<file path="src/rtl/mem_arb_pkg.sv">
// mem_arb_pkg: state type, default sizes and the saturating-increment helper for mem_port_arbiter.
package mem_arb_pkg;

    typedef enum logic [1:0] {
        IDLE   = 2'd0,
        IFETCH = 2'd1,
        DACC   = 2'd2
    } arb_state_e;

    localparam int AW_DEF      = 32;
    localparam int DW_DEF      = 32;
    localparam int CW_DEF      = 32;
    localparam int TIMEOUT_DEF = 255;

    // Increment v, holding at the all-ones value of a w-bit counter.
    function automatic logic [63:0] sat_inc(input logic [63:0] v, input int unsigned w);
        logic [63:0] lim;
        lim = (w >= 64) ? '1 : ((64'd1 << w) - 64'd1);
        return (v == lim) ? v : v + 64'd1;
    endfunction

endpackage

</file>
<file path="src/rtl/arb_wdog.sv">
// arb_wdog: per-transfer wait counter and sticky bus-error flag, built only with MEM_ARB_TIMEOUT_EN.
module arb_wdog #(
    parameter int TIMEOUT = 255
) (
    input  logic clk,
    input  logic reset,
    input  logic busy_i,
    input  logic ack_i,
    output logic abort_o,
    output logic bus_err_o
);

    localparam int WW = $clog2(TIMEOUT + 1);

    logic [WW-1:0] wcnt_q, wcnt_d;
    logic          bus_err_q, bus_err_d;

    // The count returns to zero whenever a transfer ends, so every grant starts from zero.
    always_comb begin
        abort_o   = busy_i & !ack_i & (wcnt_q == WW'(TIMEOUT));
        wcnt_d    = (!busy_i | ack_i | abort_o) ? '0 : wcnt_q + WW'(1);
        bus_err_d = bus_err_q | abort_o;
        bus_err_o = bus_err_q;
    end

    always_ff @(posedge clk or negedge reset) begin
        if (!reset) begin
            wcnt_q    <= '0;
            bus_err_q <= 1'b0;
        end else begin
            wcnt_q    <= wcnt_d;
            bus_err_q <= bus_err_d;
        end
    end

endmodule

</file>
<file path="src/rtl/mem_port_arbiter.sv">
// mem_port_arbiter: shares one single-port memory between fetch (read) and memory stage (read/write).
// Define MEM_ARB_TIMEOUT_EN to abort transfers that wait TIMEOUT cycles for MemAck and flag BusErr.
module mem_port_arbiter
    import mem_arb_pkg::*;
#(
    parameter int AW      = AW_DEF,
    parameter int DW      = DW_DEF,
    parameter int CW      = CW_DEF,
    parameter int TIMEOUT = TIMEOUT_DEF
) (
    input  logic          clk,
    input  logic          reset,
    input  logic          IReqF,
    input  logic [AW-1:0] IAdrF,
    output logic [DW-1:0] IRdF,
    output logic          IStallF,
    input  logic          DReqM,
    input  logic          DWeM,
    input  logic [AW-1:0] DAdrM,
    input  logic [DW-1:0] DWdM,
    output logic [DW-1:0] DRdM,
    output logic          DStallM,
    output logic          MemReq,
    output logic          MemWe,
    output logic [AW-1:0] MemAdr,
    output logic [DW-1:0] MemWd,
    input  logic [DW-1:0] MemRd,
    input  logic          MemAck,
    output logic [CW-1:0] IStallCnt,
    output logic [CW-1:0] DStallCnt,
    output logic          BusErr
);

    arb_state_e    state_q, state_d;
    logic          last_d_q, last_d_d;
    logic [CW-1:0] icnt_q, icnt_d, dcnt_q, dcnt_d;
    logic          busy, done, abort, fetch_first, i_own, d_own;

`ifdef MEM_ARB_TIMEOUT_EN
    arb_wdog #(.TIMEOUT(TIMEOUT)) u_wdog (
        .clk      (clk),
        .reset    (reset),
        .busy_i   (busy),
        .ack_i    (MemAck),
        .abort_o  (abort),
        .bus_err_o(BusErr)
    );
`else
    logic unused_timeout;
    assign unused_timeout = |TIMEOUT;
    assign abort          = 1'b0;
    assign BusErr         = 1'b0;
`endif

    always_comb begin
        i_own       = state_q == IFETCH;
        d_own       = state_q == DACC;
        busy        = i_own | d_own;
        done        = busy & (MemAck | abort);
        last_d_d    = (busy & MemAck) ? d_own : last_d_q;
        // Right after a data transfer the fetch goes first so it cannot starve.
        fetch_first = busy & MemAck & last_d_d;
        state_d     = !((state_q == IDLE) | done) ? state_q :
                      abort                       ? IDLE :
                      fetch_first                 ? (IReqF ? IFETCH : IDLE) :
                      DReqM                       ? DACC :
                      IReqF                       ? IFETCH : IDLE;
        MemReq      = busy;
        MemWe       = d_own & DWeM;
        MemAdr      = d_own ? DAdrM : i_own ? IAdrF : '0;
        MemWd       = d_own ? DWdM : '0;
        IStallF     = IReqF & !(i_own & (MemAck | abort));
        DStallM     = DReqM & !(d_own & (MemAck | abort));
        IRdF        = (i_own & MemAck & IReqF) ? MemRd : '0;
        DRdM        = (d_own & MemAck & DReqM) ? MemRd : '0;
        icnt_d      = IStallF ? CW'(sat_inc(64'(icnt_q), CW)) : icnt_q;
        dcnt_d      = DStallM ? CW'(sat_inc(64'(dcnt_q), CW)) : dcnt_q;
        IStallCnt   = icnt_q;
        DStallCnt   = dcnt_q;
    end

    always_ff @(posedge clk or negedge reset) begin
        if (!reset) begin
            state_q  <= IDLE;
            last_d_q <= 1'b0;
            icnt_q   <= '0;
            dcnt_q   <= '0;
        end else begin
            state_q  <= state_d;
            last_d_q <= last_d_d;
            icnt_q   <= icnt_d;
            dcnt_q   <= dcnt_d;
        end
    end

endmodule

</file>
<file path="config.mk">
export PLATFORM = sky130hd
export DESIGN_NAME = mem_port_arbiter
export DESIGN_NICKNAME = d
export VERILOG_FILES = /design/src/rtl/mem_arb_pkg.sv /design/src/rtl/arb_wdog.sv /design/src/rtl/mem_port_arbiter.sv
export SDC_FILE = /design/constraint.sdc
export NUM_CORES = 1
export LEC_CHECK = 0
export BUFFER_PORTS_ARGS = -buffer_cell sky130_fd_sc_hd__buf_2
export CORE_AREA = 2 2 127 129
export CTS_BUF_LIST = sky130_fd_sc_hd__clkbuf_2
export DETAILED_ROUTE_END_ITERATION = 8
export DIE_AREA = 0 0 129 131
export RECOVER_POWER = 100
export SETUP_SLACK_MARGIN = 0.4
export SYNTH_ARGS = -nofsm -noshare
export SYNTH_HDL_FRONTEND = slang
export SYNTH_SLANG_ARGS = --single-unit
</file>
<file path="constraint.sdc">
create_clock -name clk -period 2.4 [get_ports clk]
set_input_delay 0.36 -clock clk [delete_from_list [all_inputs] [get_ports clk]]
set_output_delay 0.36 -clock clk [all_outputs]
set_load 0.02 [all_outputs]
</file>
Word-level counts from Yosys, hierarchy flattened
Index checks and enable logic that the tools add are counted.

Bits in registers: 67. Output and inout port bits: 197. Word-level logic and storage cells: 37.

$add $sub $neg: 2. Equality and inequality tests: 4. Muxes and demuxes: 9. Bitwise gates (word level): 13. Reductions and logical operators: 5.

Operators by type and width (count): 2-to-1 mux 32 bit (5); adder 32 x 1 -> 32 bit, second input constant (2); == test 32 bit, second input constant (2); bitwise AND 1 bit (9); 2-to-1 mux 2 bit (2); AND reduction 2 bit (2); == test 2 x 1 -> 1 bit, second input constant (1); == test 2 bit, second input constant (1); zero test 1 bit (2); zero test 2 bit (1); 2-to-1 mux 1 bit (2); inverter 1 bit (2); OR 1 bit (2).

Depth between registers and ports, before layout
Gate-level depths: netlist of run 1.

Depth after elaboration: 6. Mapped depth: 9. Mapped depth without buffers: 8.

Worst setup path before layout of run 1
Ideal clock, no wire load.

Path type: register to register. From: register state_q[0]. To: register dcnt_q[23], in the netlist DStallCnt[23]. Library setup time: 0.080 ns. Arrival time: 1.855 ns. Data required time: 2.320 ns. Slack: 0.465 ns. Stages on the path, launching flop included: 10. Buffers on the path: 2. Clock period less this slack: 1.935 ns. Cell sequence: dfrtp_1 > inv_1 > ha_1 > buf_6 > a21bo_2 > nor4_4 > a21bo_1 > buf_6 > nor3_4 > xor2_1.

Word-level cells in the longest chain between the ends: 5.

RTL lines: start: declaration (RTL line mem_port_arbiter.sv:34) `arb_state_e state_q, state_d;`; start signal: assignment (RTL line mem_port_arbiter.sv:89) `state_q <= state_d;`; == test 2 bit (RTL line mem_port_arbiter.sv:57) `d_own = state_q == DACC;`; bitwise AND 1 bit (RTL line mem_port_arbiter.sv:73) `DStallM = DReqM & !(d_own & (MemAck | abort));`; zero test 1 bit (RTL line mem_port_arbiter.sv:73); bitwise AND 1 bit (RTL line mem_port_arbiter.sv:73); AND reduction 2 bit (no line); end signal: assignment (RTL line mem_port_arbiter.sv:92) `dcnt_q <= dcnt_d;`; end: declaration (RTL line mem_port_arbiter.sv:36) `logic [CW-1:0] icnt_q, icnt_d, dcnt_q, dcnt_d;`.

No other way between the ends. A chain may end at the register's enable or synchronous reset.

Worst setup path after layout of run 1
From: register state_q[1]. To: output port MemAdr[5].

Word-level cells in the longest chain between the ends: 3.

RTL lines: == test 2 x 1 -> 1 bit (RTL line mem_port_arbiter.sv:56) `i_own = state_q == IFETCH;`; 2-to-1 mux 32 bit (RTL line mem_port_arbiter.sv:70) `MemAdr = d_own ? DAdrM : i_own ? IAdrF : '0;`; 2-to-1 mux 32 bit (*) (RTL line mem_port_arbiter.sv:70); end: declaration (RTL line mem_port_arbiter.sv:25) `output logic [AW-1:0] MemAdr,`.

Mark *: on every way between the ends. The rest lies on a longest branch, timed or not.

==> reports/metrics.yaml, run 1 <==
drt:
  drt_iter0_markers: 260
  routed_wl_um: 20220
  drc_errors: 0
  num_vias: 5222
  firstDrtPassIters: 6
  ant_nets: 0
  drt-vias-per-instance: 4.922
  wl_per_cell_um: 19.06
clock_network:
  clkSlewWorstSetupHoldPaths_ns: 0.17
  cts.sinks: 66
  numCtsBuffers: 9
  clockBufferDepth: 2
  cts_tree: "built"
  htree_levels: 3
  clock_latency_ns: 0.52
  cts.root.buffer_cell: "clkbuf_2"
layout:
  seqCellArea_sq_um: 1653
  num-fill-cells: 1493
  layout-drive-gt1-share_pct: 53.27
  multiInputGateArea_sq_um: 2992
  fin_nets: 975
  area_delta_synth_final_pct: 77.49
  fin_cells: 1061
power_and_ir_drop:
  combPwrFrac_pct: 63.0
  power_frac_clock_pct: 12.2
  power.internal_mw: 3.479
  seqPwrFrac_pct: 24.9
  switching_share_pct: 43.12
  finalPower_mw: 6.117
  switching_power_mw: 2.638
  vdd_drop_max_uv: 457.8
  leakage_nw: 3.848
  power.density_nw_per_um2: 771.3
place:
  placed_cells: 1010
  hpwl_um: 14140
  routabilityCongestion: 0.9127
  port_buffers: 329
global_route:
  grt-ovfl-total: 0
  antenna_found_initial: 5
  grt_max_degree: 44
  grtUsageTotal_pct: 19.86
  first_global_vias: 4536
  grt_pass1_wl_um: 25670
floorplanning:
  rows: 46
  core_area_sq_um: 15600
  die_w_um: 129
  fp.dieArea_sq_um: 16900
  num_io_pins: 331
  die_y_um: 131
  initial_core_util_pct: 28.65
min_path:
  hp-class: "input pin to flop"
  hp-start: "DReqM"
timing:
  finClkSkew_ns: 0.02325
  fin_tns_setup_ns: 0
  period_needed_ns: 2.371
  hold_viol_final: 0
  worstMarginPinSlew_ns: 1.304
  rsz0062_at_grt: "true"
  finalCritPeriodShare_pct: 98.79
  relSlewSlack_pct: 13.09
  max_freq_mhz: 421.8
  maxSlewViolCount: 0
  finalSetupViolations: 0
setup_path:
  crit_fanout: 8
  startpoint_type: "flop"
  timing.rr.start: "state_q[1]"
  critPathLaunch: "state_q[1]"
  cp.required_ns: 2.04
  critPathArrivalTime_ns: 2.01
  critical_path_class: "flop to output port"
  endpoint_kind: "output port"
synthesis:
  async_reset_ff_share_pct: 100.0
  ys_seq_area_share_pct: 36.96
  syn_area_per_cell_sq_um: 9.367
  netlist_instances: 477
  syn-num-nets: 616
  netlist_area_sq_um: 4468
  synth_edf_count: 0
  yosysUniqueCellTypes: 48
  synthFlopType: "dfrtp_1"
  synth-seq-cells: 66
  yosysWarningCount: 0
run:
  max_cap_viol_count: 0
outcome:
  status: "finished, final reports clean"
## power groups by stage
stage	Combinational [mW]	Clock (mW)	Sequential [mW]
floorplan	1.52	0	1.62
global placement	2.61	0	1.51
detailed placement	2.60	0	1.51
CTS	3.17	0.763	1.50
global route	4.04	0.817	1.54
finish	3.85	0.743	1.52
## per-layer routing
metal | global-route usage, % | wire length [um] | part of all wire, % | up-vias
met5 | 0 | 13 | 0.064 | -
met4 | 7.033 | 444 | 2.2 | 2
met3 | 4.357 | 1252 | 6.2 | 38
met2 | 32.96 | 10030 | 50 | 218
met1 | 25.63 | 8479 | 42 | 2547
li1 | - | - | - | 2417
## worst paths after layout
check                           endpoint  slack [ns]  cells after the start
max reg2reg                IStallCnt[15]        0.35                      8
min reg2reg                IStallCnt[30]        0.51                      1
max in group asynchronous     state_q[1]        0.39                      3
min in group asynchronous  IStallCnt[24]        0.62                      2
max                            MemAdr[5]        0.03                      7
min                           state_q[1]        0.12                      2
## stage by stage
| stage | setup WS [ns] | hold slack [ns] | instance area [sq um] | utilization (%) |
|---|---|---|---|---|
| after detailed placement | 0.3322 | 0.3904 | 6374 | 40.86 |
| after CTS | 0.009256 | 0.06934 | 6878 | 44.10 |
| final | 0.02898 | 0.1217 | 7930 | 50.84 |
| after global placement | 0.3825 | 0.3877 | 6374 | 40.86 |
| after floorplan | 0.4648 | 0.06441 | 4468 | - |
| after global routing | -0.1018 | 0.08814 | 7928 | 50.83 |
## layout by cell type, fill, tap and decap left out, types with 5 or more instances in the layout
cell type    n
buf_2      166
buf_6      112
dfrtp_1     65
and2_4      59
clkbuf_1    48
and2_1      39
a22o_1      33
nand4_1     30
xnor2_1     30
buf_4       29
xor2_1      27
nand3_1     25
nand2_1     19
nor2_1      17
and3_1      17
nor3_1       9
clkbuf_2     9
a21oi_1      6
buf_12       6
and4_1       5
nor2_2       5
inv_1        5
clkbuf_16    5
## critical path, stage by stage, from the launching register on
cell,delay [ns]
dfrtp_2,0.48
inv_2,0.10
ha_4,0.14
nor2b_4,0.20
buf_12,0.14
clkbuf_16,0.15
a22o_1,0.16
buf_6,0.12
## area by class of cell
class                      count  share of cell area (%)
clock buffer                   9                  0.5680
sequential                    66                   20.84
antenna                        4                  0.1262
clock inverter                 7                   1.057
inverter                       9                  0.4576
tap                          216                   3.408
timing repair buffer         371                   35.82
multi-input combinational    379                   37.72
## cells in the mapped netlist, types with 3 or more instances
cell type  count  share of area [%]
and4_1         5               0.98
nor4_1         4               0.56
xnor2_1       30                5.9
xor2_1        27                5.3
and2_1        98                 14
inv_1          9               0.76
ha_1           5                1.4
a211oi_1       3               0.50
a21oi_1        6               0.67
nor4_4         4                1.9
dfrtp_1       66                 37
nor3_1        10                1.1
nor3_2         4               0.90
nand3_1       27                3.0
nand2_1       19                1.6
a22o_1        34                6.7
nor2_1        22                1.8
and3_1        19                2.7
clkbuf_1      17                1.4
nand4_1       30                4.2
## registers in the layout (all words and copies together) (netlist names)
signal and cells:
state_q 2, DStallCnt 32, IStallCnt 32
## cells by family (layout without fill, tap and decap cells)
family                   Yosys count  count (layout)  synth area share (%)
XOR/XNOR                          57              57                 11.17
AO/OA/AOI/OAI                     57              57                 10.70
adder cells (fa/ha/maj)            5               5                 1.400
flip-flops                        66              66                 36.96
AND/OR/NAND/NOR                  256             256                 35.59
multiplexers                       3               3                0.8400
buffers and inverters             32             396                 3.248
other                              1               5               0.08393
## repair_timing
item | CTS | global route
cloned | 3 | 7
hold buffers | 1 | 0
resized for setup | 79 | 262
pin swaps | 0 | 63
endpoints found under the setup margin | 139 | 168
setup buffers | 4 | 16
hold endpoints to repair | 23 | 0
Note: power is estimated with default switching activity, not from simulation.
==> inputs of run 2 (changes only) <==
Clock period 2.4 ns to 3 ns, I/O delays scaled along.
==> reports/metrics.yaml, run 2 (synthesized netlist as in run 1, its figures left out) <==
outcome:
  status: "complete, but fails checks"
  violations: "max-capacitance violations, max-slew violations"
drt:
  ant_nets: 0  # unchanged
  drt-vias-per-instance: 4.682  # -4.9%
  num_vias: 4766  # -8.7%
  routed_wl_um: 16990  # -16%
  drt_iter0_markers: 264  # +1.5%
  wl_per_cell_um: 16.69  # -12%
  drc_errors: 0  # unchanged
  firstDrtPassIters: 4  # -2
floorplanning:
  die_y_um: 131  # unchanged
  fp.dieArea_sq_um: 16900  # unchanged
  die_w_um: 129  # unchanged
  rows: 46  # unchanged
  num_io_pins: 331  # unchanged
  core_area_sq_um: 15600  # unchanged
  initial_core_util_pct: 28.65  # unchanged
layout:
  layout-drive-gt1-share_pct: 22.47  # -31 points
  fin_nets: 939  # -3.7%
  fin_util_pct: 39.13  # -12 points
  area_delta_synth_final_pct: 36.60
  final_common_cell: "clkbuf_1"
  final_cell_mix: "clkbuf_1 (175), buf_2 (154), and2_1 (79), dfrtp_1 (66), a22o_1 (34)"
clock_network:
  clock_latency_ns: 0.49  # -0.03 ns
  clkSlewWorstSetupHoldPaths_ns: 0.16  # about the same
  cts_tree: "built"
  clockBufferDepth: 2  # unchanged
  htree_levels: 3  # unchanged
  cts.sinks: 66  # unchanged
  post_cts_buffers: 0  # -4
  numCtsBuffers: 9  # unchanged
  cts.root.buffer_cell: "clkbuf_2"
timing:
  finalWorstSetupSlack_ns: 0.4143  # +0.3853 ns
  worstMarginPinSlew_ns: 1.777  # +0.4735 ns
  period_needed_ns: 2.586
  relSlewSlack_pct: -18.47  # -32 points
  fin_tns_setup_ns: 0  # unchanged
  finClkSkew_ns: 0.02875  # +0.005502 ns
  max_freq_mhz: 386.7
  hold_viol_final: 0  # unchanged
  finalCritPeriodShare_pct: 86.19
  maxSlewViolCount: 31  # +31
  finalSetupViolations: 0  # unchanged
  rsz0062_at_grt: "false"
power_and_ir_drop:
  leakage_nw: 2.784  # -28%
  vdd_drop_max_uv: 353.7  # -23%
  power.density_nw_per_um2: 575.6  # -25%
setup_path:
  startpoint_type: "flop"
  timing.rr.start: "DStallCnt[24]"
  ff2ff_path_depth: 5  # -3
  rrSetupSlack_ns: 0.51  # +0.16 ns
  reg2reg_to: "DStallCnt[1]"
  critPathLaunch: "state_q[0]"
  critPathArrivalTime_ns: 2.14  # +0.13 ns
  cp.required_ns: 2.55  # +0.51 ns
  critical_path_class: "flop to output port"
  endpoint: "MemAdr[30]"
  endpoint_kind: "output port"
  crit_fanout: 67  # +59
global_route:
  grt_max_degree: 68  # +55%
  grt-ovfl-total: 0  # unchanged
  antenna_found_initial: 2  # -3
  grtUsageTotal_pct: 18.42  # -1.4 points
  grt_pass1_wl_um: 23920  # -6.8%
  first_global_vias: 4134  # -8.9%
min_path:
  hp-class: "input pin to flop"
  hp-start: "DReqM"
place:
  routabilityCongestion: 0.9518  # +4.3%
  post-place-ws_ns: 0.8120  # +0.4799 ns
  port_buffers: 329  # unchanged
  hpwl_um: 13790  # -2.5%
run:
  max_cap_viol_count: 1  # +1
==> run 2: changes by cell type in the layout (fill, tap and decap cells not counted), moves of 6 or more <==
cell and change:
and2_0 +19, buf_2 -12, buf_6 -110, buf_4 -27, and2_1 +40, clkbuf_1 +127
nor4_1 +6, nor3_1 +6, and2_4 -59
==> run 2: metal layers <==
| metal | global-route usage (%) | share of wire (%) | vias to the layer above |
|---|---|---|---|
| li1 | - | - | 2337 |
| met3 | 3.624 | 6.3 | 25 |
| met1 | 25.21 | 45 | 2212 |
| met2 | 29.91 | 47 | 188 |
| met5 | 0 | 0.14 | - |
| met4 | 4.859 | 1.5 | 4 |
==> run 2: worst min path at each step <==
| stage | end | slack, ns | depth (start not counted) |
|---|---|---|---|
| after floorplan | DStallCnt[0] | 0.15 | 0 |
| after global placement | IStallCnt[30] | 0.48 | 1 |
| after detailed placement | IStallCnt[30] | 0.48 | 1 |
| after CTS | state_q[1] | 0.19 | 2 |
| after global routing | state_q[0] | 0.19 | 2 |
| final | state_q[1] | 0.24 | 2 |
==> run 2: per-stage QoR <==
stage / cells / hold slack [ns] / power [mW] / instance area, sq um
finish: 1018 / 0.2397 / 3.513 / 6103
global route: 1017 / 0.1942 / 3.741 / 6101
floorplan: 477 / 0.1544 / 2.509 / 4468
CTS: 1017 / 0.1874 / 3.679 / 6400
detailed placement: 1004 / 0.4830 / 3.279 / 6329
global placement: 1004 / 0.4824 / 3.283 / 6329
==> run 2: power by group <==
part,internal (mW),leakage (nW),switching [mW],total (mW)
sequential,1.01,0.844,0.189,1.20
combinational,0.637,1.90,1.30,1.94
clock,0.0837,0.0421,0.291,0.375
==> run 2: layout make-up <==
cell class / instances / area, sq um
fillers: 1731 / 9494
well taps: 216 / 270.3
multi-input cells: 379 / 2594
repair buffers: 335 / 1495
clock buffers: 9 / 45.04
flip-flops and latches: 66 / 1652
inverters: 9 / 33.78
clock inverters: 3 / 11.26
diodes: 1 / 2.502
==> run 2: worst max-delay path, cell delays in order, from the launching register on <==
cell	delay, ns
dfrtp_1	0.43
inv_1	0.09
ha_1	0.23
buf_6	0.37
a22o_1	0.22
clkbuf_1	0.29
==> run 2: repair_timing <==
item,CTS,global route
endpoints found under the hold margin,23,0
gates cloned,0,0
resized for setup,2,2
hold buffers,1,0
endpoints found under the setup margin,41,40
==> inputs of run 3 (changes only) <==
Settings changed: CELL_PAD_IN_SITES_DETAIL_PLACEMENT set to 1, CELL_PAD_IN_SITES_GLOBAL_PLACEMENT set to 2, CORE_AREA 2 2 127 129 to not set, CORE_MARGIN set to 2, CORE_UTILIZATION set to 24, DIE_AREA 0 0 129 131 to not set, PLACE_DENSITY_LB_ADDON set to 0.1.
==> reports/metrics.yaml, run 3 (synthesized netlist as in run 1, its figures left out) <==
floorplanning:
  die_w_um: 140.4  # +8.9%
  fp.dieArea_sq_um: 19720  # +17%
  core_area_sq_um: 18090  # +16%
  initial_core_util_pct: 24.70  # -3.9 points
  num_io_pins: 331  # unchanged
  rows: 49  # +6.5%
  die_y_um: 140.4  # +7.2%
setup_path:
  critPathArrivalTime_ns: 2.18  # +0.04 ns
  cpLargestDelayFamily: "buffers and inverters"
  startpoint_type: "flop"
  crit_fanout: 16  # -76%
  endpoint_kind: "output port"
  critPathLaunch: "state_q[0]"
  max_stage_delay_ns: 0.41  # -0.02 ns
  timing.rr.start: "state_q[0]"
  cp.required_ns: 2.55  # about the same
  crit_buf_inv: 3  # unchanged
  critical_path_class: "flop to output port"
  path_cells: "clkbuf_4 -> ha_1 -> nor2b_4 -> clkbuf_16 -> a22o_1 -> clkbuf_1"
  crit_slowest_cell: "dfrtp_1"
drt:
  num_vias: 5004  # +5.0%
  drt-vias-per-instance: 4.812  # +2.8%
  firstDrtPassIters: 6  # +2
  ant_nets: 0  # unchanged
  routed_wl_um: 20700  # +22%
  drc_errors: 0  # unchanged
  wl_per_cell_um: 19.91  # +19%
  drt_iter0_markers: 242  # -8.3%
global_route:
  grt-ovfl-total: 0  # unchanged
  antenna_found_initial: 3  # +1
  first_global_vias: 5162  # +25%
  grt_pass1_wl_um: 30710  # +28%
  grtUsageTotal_pct: 20.17  # +1.8 points
  grt_max_degree: 66  # -2.9%
place:
  port_buffers: 329  # unchanged
  hpwl_um: 16840  # +22%
  dpl_cell_area_sq_um: 6352  # +0.38%
  placed_cells: 1018  # +1.4%
  routabilityCongestion: 0.9084  # -4.6%
layout:
  fin_area_sq_um: 6256  # +2.5%
  final_common_cell: "clkbuf_1"
  fin_cells: 1040  # +2.2%
  final_cell_mix: "clkbuf_1 (178), buf_2 (151), and2_1 (90), dfrtp_1 (66), a22o_1 (33)"
  fin_nets: 944  # +0.53%
  area_delta_synth_final_pct: 40.02
  layout-drive-gt1-share_pct: 23.11  # +0.64 points
power_and_ir_drop:
  leakage_nw: 2.832  # +1.7%
  power_frac_clock_pct: 11.3  # +0.6 points
  combPwrFrac_pct: 56.7  # +1.5 points
  seqPwrFrac_pct: 32.0  # -2.1 points
  switching_power_mw: 1.897  # +6.3%
  power.internal_mw: 1.851  # +7.1%
  switching_share_pct: 50.62  # -0.17 points
  vdd_drop_max_uv: 236.9  # -33%
  power.density_nw_per_um2: 599.2  # +4.1%
timing:
  max_freq_mhz: 380.4  # -1.7%
  rsz0062_at_grt: "true"
  fin_tns_setup_ns: 0  # unchanged
  relSlewSlack_pct: 1.548  # +20 points
  worstMarginPinSlew_ns: 1.477  # -0.3003 ns
  hold_viol_final: 0  # unchanged
  period_needed_ns: 2.629  # +0.04345 ns
  finalSetupViolations: 0  # unchanged
  finClkSkew_ns: 0.02629  # -0.002462 ns
  maxSlewViolCount: 0  # -100%
  finalCritPeriodShare_pct: 87.64  # +1.4 points
clock_network:
  numCtsBuffers: 9  # unchanged
  cts_tree: "built"
  cts.sinks: 66  # unchanged
  clockBufferDepth: 2  # unchanged
  cts.root.buffer_cell: "clkbuf_2"
  clkSlewWorstSetupHoldPaths_ns: 0.16  # about the same
  clock_latency_ns: 0.55  # +0.06 ns
  htree_levels: 3  # unchanged
outcome:
  status: "finished, final reports clean"
min_path:
  hp-start: "DReqM"
  hp-class: "input pin to flop"
run:
  max_cap_viol_count: 0  # -1
[run 3: path summary, 6_finish.rpt]
kind / to / cells after the start / slack [ns]
worst max register to register: IStallCnt[14] / 7 / 0.41
max in group asynchronous: IStallCnt[12] / 3 / 1.32
worst max-delay path: MemAdr[24] / 6 / 0.37
worst min-delay path: state_q[1] / 2 / 0.18
min in group asynchronous: DStallCnt[24] / 2 / 0.76
worst min register to register: IStallCnt[30] / 1 / 0.51
[run 3: power by group through the flow]
stage               sequential [mW]  clock (mW)  combinational (mW)
floorplan                      1.29           0                1.21
detailed placement             1.22           0                2.12
finish                         1.20       0.422                2.13
global placement               1.21           0                2.10
global route                   1.23       0.490                2.30
CTS                            1.20       0.451                2.16
[run 3: repair_timing]
action / CTS / global route
buffers inserted: 0 / 2
hold buffers: 1 / 0
endpoints found under the setup margin: 99 / 87
gates cloned: 0 / 2
hold endpoints to repair: 23 / 0
resized for setup: 8 / 12
[run 3: area by class of cell]
type | instances | area [sq um]
Inverter | 9 | 33.78
Antenna cell | 2 | 5.005
Clock inverter | 5 | 22.52
Fill cell | 2312 | 11830
Multi-Input combinational cell | 379 | 2613
Timing Repair Buffer | 340 | 1594
Tap cell | 229 | 286.5
Sequential cell | 66 | 1652
Clock buffer | 10 | 50.05
[run 3: per-stage QoR]
stage / total power [mW] / hold slack, ns / util (%) / worst slack, ns
global placement: 3.303 / 0.4859 / 35.12 / 0.8658
finish: 3.748 / 0.1776 / 34.59 / 0.3709
detailed placement: 3.337 / 0.4865 / 35.12 / 0.7089
CTS: 3.808 / 0.1369 / 35.73 / 0.4015
floorplan: 2.509 / 0.1544 / - / 1.014
global route: 4.019 / 0.1260 / 34.59 / 0.1937
[run 3: layer usage]
| layer | routed length (um) | GRT usage, % | up-vias |
|---|---|---|---|
| met5 | 0 | 0 | - |
| met4 | 482 | 6.220 | 0 |
| met3 | 1597 | 6.120 | 28 |
| met2 | 10220 | 34.91 | 214 |
| met1 | 8401 | 24.04 | 2410 |
| li1 | - | - | 2352 |
